## src/rtl/freq_meter_pkg.sv

```systemverilog
// -----------------------------------------------------------------------------
// freq_meter_pkg
// Shared definitions for the multi-channel equal-precision frequency meter:
//   - ch_state_t   : per-channel measurement FSM states
//   - FREQ_SAT_ALL : all-ones pattern used when a quotient overflows FREQ_W
//   - div_width()  : dividend width derived from the counter width
// -----------------------------------------------------------------------------
package freq_meter_pkg;

    typedef enum logic [1:0] {
        ST_IDLE = 2'd0,
        ST_ARM  = 2'd1,
        ST_MEAS = 2'd2,
        ST_DONE = 2'd3
    } ch_state_t;

    // Wide enough for any sane FREQ_W; sliced down at the point of use.
    localparam logic [127:0] FREQ_SAT_ALL = '1;

    // nx * CLK_FREQ_HZ needs twice the counter width.
    function automatic int div_width(input int cnt_w);
        return 2 * cnt_w;
    endfunction

endpackage

```

## src/rtl/freq_div_seq.sv

```systemverilog
// -----------------------------------------------------------------------------
// freq_div_seq
// Restoring unsigned divider, one quotient bit per cycle, with saturation.
// A start pulse loads the operands, DIV_W iterations follow, then done pulses
// for one cycle with the quotient valid alongside it.
// Ports:
//   sys_clk, sys_rst_n : clock, asynchronous active-low reset
//   start              : load dividend/divisor (ignored while running)
//   dividend, divisor  : DIV_W-bit unsigned operands (divisor must be != 0)
//   done               : one-cycle pulse, quotient valid
//   quotient           : Q_W-bit result, all-ones if it does not fit in Q_W
// -----------------------------------------------------------------------------
module freq_div_seq
    import freq_meter_pkg::*;
#(
    parameter int DIV_W = 64,
    parameter int Q_W   = 32
) (
    input  logic             sys_clk,
    input  logic             sys_rst_n,
    input  logic             start,
    input  logic [DIV_W-1:0] dividend,
    input  logic [DIV_W-1:0] divisor,
    output logic             done,
    output logic [Q_W-1:0]   quotient
);

    localparam int CW = $clog2(DIV_W + 1);

    logic [DIV_W-1:0] rem_q;
    logic [DIV_W-1:0] quo_q;
    logic [DIV_W-1:0] div_q;
    logic [CW-1:0]    cnt_q;
    logic             running;
    logic [DIV_W:0]   shifted;
    logic [DIV_W:0]   diff;

    // quo_q holds the unconsumed dividend bits at the top and the quotient
    // bits shifting in from the bottom.
    assign shifted = {rem_q, quo_q[DIV_W-1]};
    assign diff    = shifted - {1'b0, div_q};

    // One restoring step per cycle; the sign bit of diff decides the bit.
    always_ff @(posedge sys_clk or negedge sys_rst_n) begin
        if (!sys_rst_n) begin
            rem_q   <= '0;
            quo_q   <= '0;
            div_q   <= '0;
            cnt_q   <= '0;
            running <= 1'b0;
            done    <= 1'b0;
        end else begin
            done <= 1'b0;
            if (!running) begin
                if (start) begin
                    rem_q   <= '0;
                    quo_q   <= dividend;
                    div_q   <= divisor;
                    cnt_q   <= CW'(DIV_W);
                    running <= 1'b1;
                end
            end else begin
                if (!diff[DIV_W]) begin
                    rem_q <= diff[DIV_W-1:0];
                    quo_q <= {quo_q[DIV_W-2:0], 1'b1};
                end else begin
                    rem_q <= shifted[DIV_W-1:0];
                    quo_q <= {quo_q[DIV_W-2:0], 1'b0};
                end
                cnt_q <= cnt_q - 1'b1;
                if (cnt_q == CW'(1)) begin
                    running <= 1'b0;
                    done    <= 1'b1;
                end
            end
        end
    end

    generate
        if (DIV_W > Q_W) begin : g_sat
            assign quotient = (|quo_q[DIV_W-1:Q_W]) ? FREQ_SAT_ALL[Q_W-1:0]
                                                     : quo_q[Q_W-1:0];
        end else begin : g_nosat
            assign quotient = Q_W'(quo_q);
        end
    endgenerate

endmodule

```

## src/rtl/freq_meter_mc.sv

```systemverilog
// -----------------------------------------------------------------------------
// freq_meter_mc
// Multi-channel equal-precision frequency meter. Each channel's gate opens and
// closes on its own test-signal rising edges; a shared divider turns the
// counts into Hz once per measurement window.
// Ports:
//   sys_clk, sys_rst_n : only clock, asynchronous active-low reset
//   clk_test[CH_NUM]   : asynchronous test inputs
//   freq               : channel i in [i*FREQ_W +: FREQ_W], unsigned Hz
//   freq_valid         : one-cycle pulse per channel when freq updates
//   no_sig             : 1 = last window found no complete gate
//   busy               : divider sequence in progress
// Optional (macro FREQ_METER_RAW_EN): raw_nx, raw_nr snapshot count outputs.
// -----------------------------------------------------------------------------
module freq_meter_mc
    import freq_meter_pkg::*;
#(
    parameter int CH_NUM      = 4,
    parameter int CLK_FREQ_HZ = 48_000_000,
    parameter int GATE_CYCLES = 48_000_000,
    parameter int WIN_CYCLES  = 60_000_000,
    parameter int CNT_W       = 32,
    parameter int FREQ_W      = 32
) (
    input  logic                     sys_clk,
    input  logic                     sys_rst_n,
    input  logic [CH_NUM-1:0]        clk_test,
    output logic [CH_NUM*FREQ_W-1:0] freq,
    output logic [CH_NUM-1:0]        freq_valid,
    output logic [CH_NUM-1:0]        no_sig,
    output logic                     busy
`ifdef FREQ_METER_RAW_EN
    ,
    output logic [CH_NUM*CNT_W-1:0]  raw_nx,
    output logic [CH_NUM*CNT_W-1:0]  raw_nr
`endif
);

    localparam int DIV_W = div_width(CNT_W);
    localparam int IDX_W = (CH_NUM > 1) ? $clog2(CH_NUM) : 1;

    logic [CNT_W-1:0] cnt_win;
    logic             win_end;
    logic             gate_s;

    logic [CNT_W-1:0] snap_nx [CH_NUM];
    logic [CNT_W-1:0] snap_nr [CH_NUM];
    logic [CH_NUM-1:0] snap_ok;

    assign win_end = (cnt_win == CNT_W'(WIN_CYCLES - 1));
    assign gate_s  = (cnt_win < CNT_W'(GATE_CYCLES));

    // Free-running window counter shared by every channel.
    always_ff @(posedge sys_clk or negedge sys_rst_n) begin
        if (!sys_rst_n) cnt_win <= '0;
        else if (win_end) cnt_win <= '0;
        else cnt_win <= cnt_win + 1'b1;
    end

    generate
        for (genvar i = 0; i < CH_NUM; i++) begin : g_ch
            logic [2:0]       sync_q;
            logic             edge_det;
            ch_state_t        state;
            logic [CNT_W-1:0] nx;
            logic [CNT_W-1:0] nr;
            logic [CNT_W-1:0] nx_snap;
            logic [CNT_W-1:0] nr_snap;
            logic             ok_snap;

            // Two synchronizer stages plus one history flop; the latency is
            // identical for every edge so it cancels out of nr.
            always_ff @(posedge sys_clk or negedge sys_rst_n) begin
                if (!sys_rst_n) sync_q <= '0;
                else sync_q <= {sync_q[1:0], clk_test[i]};
            end
            assign edge_det = sync_q[1] & ~sync_q[2];

            // Gate FSM. An edge arriving in the same cycle gate_s drops is
            // already seen with gate_s low, so it becomes the stop edge.
            always_ff @(posedge sys_clk or negedge sys_rst_n) begin
                if (!sys_rst_n) begin
                    state   <= ST_IDLE;
                    nx      <= '0;
                    nr      <= '0;
                    nx_snap <= '0;
                    nr_snap <= '0;
                    ok_snap <= 1'b0;
                end else if (win_end) begin
                    nx_snap <= nx;
                    nr_snap <= nr;
                    ok_snap <= (state == ST_DONE);
                    state   <= ST_IDLE;
                end else begin
                    case (state)
                        ST_IDLE: if (cnt_win == '0) state <= ST_ARM;
                        ST_ARM: begin
                            if (!gate_s) begin
                                state <= ST_IDLE;
                            end else if (edge_det) begin
                                nx    <= '0;
                                nr    <= '0;
                                state <= ST_MEAS;
                            end
                        end
                        ST_MEAS: begin
                            nr <= nr + 1'b1;
                            if (edge_det) begin
                                nx <= nx + 1'b1;
                                if (!gate_s) state <= ST_DONE;
                            end
                        end
                        default: state <= state;
                    endcase
                end
            end

            assign snap_nx[i] = nx_snap;
            assign snap_nr[i] = nr_snap;
            assign snap_ok[i] = ok_snap;
`ifdef FREQ_METER_RAW_EN
            assign raw_nx[i*CNT_W +: CNT_W] = nx_snap;
            assign raw_nr[i*CNT_W +: CNT_W] = nr_snap;
`endif
        end
    endgenerate

    logic             seq_go;
    logic [IDX_W-1:0] seq_idx;
    logic [CNT_W-1:0] sel_nx;
    logic [CNT_W-1:0] sel_nr;
    logic             bypass;
    logic             div_start;
    logic             div_done;
    logic [DIV_W-1:0] div_dividend;
    logic [DIV_W-1:0] div_divisor;
    logic [FREQ_W-1:0] div_quot;

    assign sel_nx       = snap_nx[seq_idx];
    assign sel_nr       = snap_nr[seq_idx];
    assign bypass       = !snap_ok[seq_idx] || (sel_nr == '0);
    assign div_start    = seq_go && !bypass;
    assign div_dividend = DIV_W'(sel_nx) * DIV_W'(CLK_FREQ_HZ);
    assign div_divisor  = DIV_W'(sel_nr);

    freq_div_seq #(
        .DIV_W (DIV_W),
        .Q_W   (FREQ_W)
    ) u_div (
        .sys_clk   (sys_clk),
        .sys_rst_n (sys_rst_n),
        .start     (div_start),
        .dividend  (div_dividend),
        .divisor   (div_divisor),
        .done      (div_done),
        .quotient  (div_quot)
    );

    // Channel sequencer. seq_go marks the start cycle of channel seq_idx; the
    // next channel starts in the same cycle the previous result is visible,
    // so channels without a signal only cost one cycle.
    always_ff @(posedge sys_clk or negedge sys_rst_n) begin
        if (!sys_rst_n) begin
            freq       <= '0;
            freq_valid <= '0;
            no_sig     <= '0;
            busy       <= 1'b0;
            seq_go     <= 1'b0;
            seq_idx    <= '0;
        end else begin
            freq_valid <= '0;
            if (win_end) begin
                busy    <= 1'b1;
                seq_go  <= 1'b1;
                seq_idx <= '0;
            end else begin
                if (freq_valid[CH_NUM-1]) busy <= 1'b0;
                if (seq_go && bypass) begin
                    freq[seq_idx*FREQ_W +: FREQ_W] <= '0;
                    no_sig[seq_idx]     <= 1'b1;
                    freq_valid[seq_idx] <= 1'b1;
                    if (seq_idx == IDX_W'(CH_NUM - 1)) seq_go <= 1'b0;
                    else seq_idx <= seq_idx + 1'b1;
                end else if (seq_go) begin
                    seq_go <= 1'b0;
                end else if (div_done) begin
                    freq[seq_idx*FREQ_W +: FREQ_W] <= div_quot;
                    no_sig[seq_idx]     <= 1'b0;
                    freq_valid[seq_idx] <= 1'b1;
                    if (seq_idx != IDX_W'(CH_NUM - 1)) begin
                        seq_idx <= seq_idx + 1'b1;
                        seq_go  <= 1'b1;
                    end
                end
            end
        end
    end

endmodule

```

## config.mk

```make
export PLATFORM = sky130hd
export DESIGN_NAME = freq_meter_mc
export DESIGN_NICKNAME = d
export VERILOG_FILES = /design/src/rtl/freq_meter_pkg.sv /design/src/rtl/freq_div_seq.sv /design/src/rtl/freq_meter_mc.sv
export SDC_FILE = /design/constraint.sdc
export NUM_CORES = 2
export LEC_CHECK = 0
export ABC_CLOCK_PERIOD_IN_PS = 12950
export CORE_ASPECT_RATIO = 0.6
export CORE_MARGIN = 2
export CORE_UTILIZATION = 55
export DETAILED_ROUTE_END_ITERATION = 8
export HOLD_SLACK_MARGIN = 0.02
export MAX_ROUTING_LAYER = met4
export PLACE_DENSITY = 0.68
export SETUP_SLACK_MARGIN = 0.3
export SYNTH_ARGS = -nofsm -noshare
export SYNTH_HDL_FRONTEND = slang
export SYNTH_HIERARCHICAL = 1
export SYNTH_SLANG_ARGS = --single-unit
```

## constraint.sdc

```tcl
create_clock -name sys_clk -period 12.95 [get_ports sys_clk]
set_input_delay 1.295 -clock sys_clk [delete_from_list [all_inputs] [get_ports sys_clk]]
set_output_delay 1.295 -clock sys_clk [all_outputs]
set_load 0.1 [all_outputs]
```

==> results.sh <==
export IMPL_wire_per_inst_um=20.5
export IMPL_finalCritPeriodShare_pct=61.1
export IMPL_critical_path_required_ns=13.56
export IMPL_use_met1_pct=51.8
export IMPL_syn_area_per_cell_um2=9.46
export IMPL_finalWirelength_mm=150
export IMPL_first_pass_iters=6
export IMPL_power_leakage_nw=29.7
export IMPL_antenna_cells=0
export IMPL_worstSetupPathType="flop to flop"
export IMPL_startpoint_type="flop"
export IMPL_dp_worst_setup_slack_ns=5.03
export IMPL_synth_edf_count=0
export IMPL_die_area_um2=103000
export IMPL_cts_setup_buffers=0
export IMPL_place_hpwl_mm=110
export IMPL_crit_chain="mux4_2 -> ha_1 -> inv_1 -> fa_1 -> fa_1 -> fa_1 -> fa_1 -> fa_1 -> inv_1 -> ha_1 -> a211oi_1 -> o211ai_1 -> a31oi_1 -> o22ai_1 -> o21bai_1 -> o22ai_1 -> or2_2 -> o311ai_0 -> mux2i_1 -> o21ai_0"
export IMPL_hold_buffers=0
export IMPL_drtIter0Drc=4471
export IMPL_synth_area_um2=55300
export IMPL_cts_resized=0
export IMPL_peakVddDrop_mv=0.103
export IMPL_multiInputGateArea_um2=29800
export IMPL_yosysWarnings=6
export IMPL_root_buffer="clkbuf_16"
export IMPL_tritoncts="done"
export IMPL_ys_ff_latch=909
export IMPL_vias_per_cell=5.86
export IMPL_rsz0062_at_grt="false"
export IMPL_syn_inst=5850
export IMPL_final_cell_area_um2=61000
export IMPL_via_count=42800
export IMPL_cap_violations=0
export IMPL_die_x_um=413
export IMPL_fmax_mhz=126
export IMPL_setup_viol_count_final=0
export IMPL_worstMarginPinSlew_ns=1.20
export IMPL_grt_antenna_before_repair=2
export IMPL_syn_to_final_growth_pct=10.3
export IMPL_clockBufferDepth=3
export IMPL_clock_skew_ns=0.0546
export IMPL_numCtsBuffers=88
export IMPL_cp_top_family="adder cells"
export IMPL_overflow=0
export IMPL_track_usage_pct=30.2
export IMPL_period_minus_slack_ns=7.92
export IMPL_die_h_um=250
export IMPL_layout_common_cells="1163 x nand2_1, 906 x dfrtp_1, 517 x inv_1"
export IMPL_yosys_top_cells_area="dfrtp_1 41%, nand2_1 7.9%, fa_1 7.7%, ha_1 7.0%, inv_1 3.5%"
export IMPL_initial_core_util_pct=55.3
export IMPL_max_slew_margin_rel_pct=18.1
export IMPL_busiest_layer="met1"
export IMPL_status="complete, no violations"
export IMPL_p_per_area_nw_per_um2=101
export IMPL_yosys_area_top_type="dfrtp_1"
export IMPL_core_area_um2=100000
export IMPL_slowest_stage="dfrtp_4"
export IMPL_grt_max_degree=217
export IMPL_slowest_delay_ns=0.90
export IMPL_cts_sinks=909
export IMPL_ant_nets=0
export IMPL_htreeDepth=3
export IMPL_cts_reportedPaths_clkPinSlew_ns=0.06
export IMPL_seq_area_um2=22800
export IMPL_detailed_place_area_um2=58000
export IMPL_finalSetupTns_ns=0
export IMPL_io_pins=143
export IMPL_clock_latency_ns=0.71
export IMPL_grt_pass1_wl_mm=238
export IMPL_port_buffers=142
export IMPL_hold_viol_final=0
export IMPL_setup_ws_ns=5.03
export IMPL_maxSlewViolCount=0
export IMPL_crit_top_cell="fa_1"
export IMPL_hold_path_class="flop to flop"
export IMPL_cp_arrival_ns=8.52
export IMPL_async_reset_ff_share_pct=100
export IMPL_fin_nets=6430
export IMPL_drive_above_1_share_pct=5.31
export IMPL_drc_errors=0
export IMPL_synthDominantCellAreaShare_pct=41.1
export IMPL_gr_usage_met2_pct=35.9
export IMPL_gr_usage_met3_pct=6.26
export IMPL_layout_commonest_cell="nand2_1"
export IMPL_synth_distinct_cells=91
export IMPL_cp_max_fo=39
export IMPL_crit_buf_inv=2
export IMPL_gp_congestion=0.943
export IMPL_grt_pass1_vias=40200
export IMPL_rows=90
export IMPL_final_fill_count=8515
export IMPL_synth_ff_type="dfrtp_1"
export IMPL_synth_seq_area_share_pct=41.1
export IMPL_critPathCaptureType="flop"
flip-flops by register name, indices dropped and copies added (netlist names), named ones only:
register       count
busy               1
g_ch.nr          128
freq             128
u_div/div_q       64
g_ch.state         8
seq_idx            2
g_ch.nr_snap     128
seq_go             1
u_div/done         1
u_div/rem_q       64
freq_valid         4
g_ch.ok_snap       4
cnt_win           32
g_ch.nx          128
u_div/running      1
u_div/cnt_q        7
g_ch.nx_snap     128
g_ch.sync_q       12
u_div/quo_q       64
path summary, 6_finish.rpt:
check / start / to / slack [ns] / cells past startpoint
setup / recovery: seq_idx[0] / u_div/quo_q[52] / 5.03 / 20
hold / removal: g_ch[2].sync_q[0] / g_ch[2].sync_q[1] / 0.35 / 0
setup reg to reg: seq_idx[0] / u_div/quo_q[52] / 5.03 / 20
hold reg to reg: g_ch[2].sync_q[0] / g_ch[2].sync_q[1] / 0.35 / 0
max in group asynchronous: sys_rst_n / g_ch[1].nx_snap[27] / 9.25 / 4
min in group asynchronous: sys_rst_n / u_div/div_q[45] / 0.66 / 1
worst reg2reg max path: stages, from the launching register on:
cell and delay, ns:
dfrtp_4 0.90, mux4_2 0.74, ha_1 0.40, inv_1 0.08, fa_1 0.51, fa_1 0.54, fa_1 0.52, fa_1 0.52
fa_1 0.54, inv_1 0.04, ha_1 0.39, a211oi_1 0.42, o211ai_1 0.17, a31oi_1 0.27, o22ai_1 0.17, o21bai_1 0.36
o22ai_1 0.19, or2_2 0.37, o311ai_0 0.42, mux2i_1 0.12, o21ai_0 0.17
kinds of logic after synthesis:
kind of cell | after synthesis | synth area share [%]
xor gates and xnor gates | 260 | 4.15
and+or+nand+nor | 2067 | 16.6
adders and majority gates | 525 | 14.8
other | 1 | 0.00678
AOI/OAI and AO/OA | 1116 | 13.1
muxes | 178 | 4.77
buffers and inverters | 794 | 5.53
DFF | 909 | 41.1
cell usage after synthesis (24+ instances only):
library cell and instances:
nand2b_1 36, xor2_1 106, a31oi_1 29, a22o_1 185, a21oi_1 223, inv_1 517, o31ai_1 36, dfrtp_1 909
and2_1 24, nor2_1 274, buf_2 30, and3_1 65, mux2_1 31, mux2i_1 79, nand2_1 1163, o21ai_0 376
or3_1 101, clkbuf_1 222, nor4_1 38, mux4_2 65, nor3_1 62, ha_1 310, fa_1 214, xnor2_1 153
nand4_1 92, nand3_1 136, a21o_1 66
layout make-up:
class	count	share of cell area [%]
Tap cell	1334	2.74
Timing Repair Buffer	190	2.97
Inverter	517	3.18
Sequential cell	909	37.3
Clock buffer	125	4.11
Clock inverter	35	0.896
Multi-Input combinational cell	4194	48.8
routing by layer:
| layer | share of wire [%] | vias to the layer above |
|---|---|---|
| li1 | - | 20000 |
| met1 | 52 | 21100 |
| met2 | 37 | 1573 |
| met3 | 9.4 | 123 |
| met4 | 1.1 | 0 |
| met5 | 0 | - |
power breakdown:
| part | internal [mW] | total [mW] | switching [mW] |
|---|---|---|---|
| Clock | 1.55 | 2.74 | 1.19 |
| Combinational | 0.114 | 0.502 | 0.388 |
| Sequential | 2.86 | 2.90 | 0.0327 |
| Total | 4.53 | 6.14 | 1.61 |
stage by stage:
stage	power, mW	hold slack, ns	cells	utilization (%)
3_3_place_gp	3.43	0.333	7144	57.9
5_1_grt	6.37	0.356	7304	61.0
2_1_floorplan	3.24	0.331	5897	-
4_1_cts	6.18	0.348	7304	61.0
3_5_place_dp	3.44	0.335	7144	57.9
6_report	6.14	0.347	7304	61.0
Note: power is estimated with default switching activity, not from simulation.
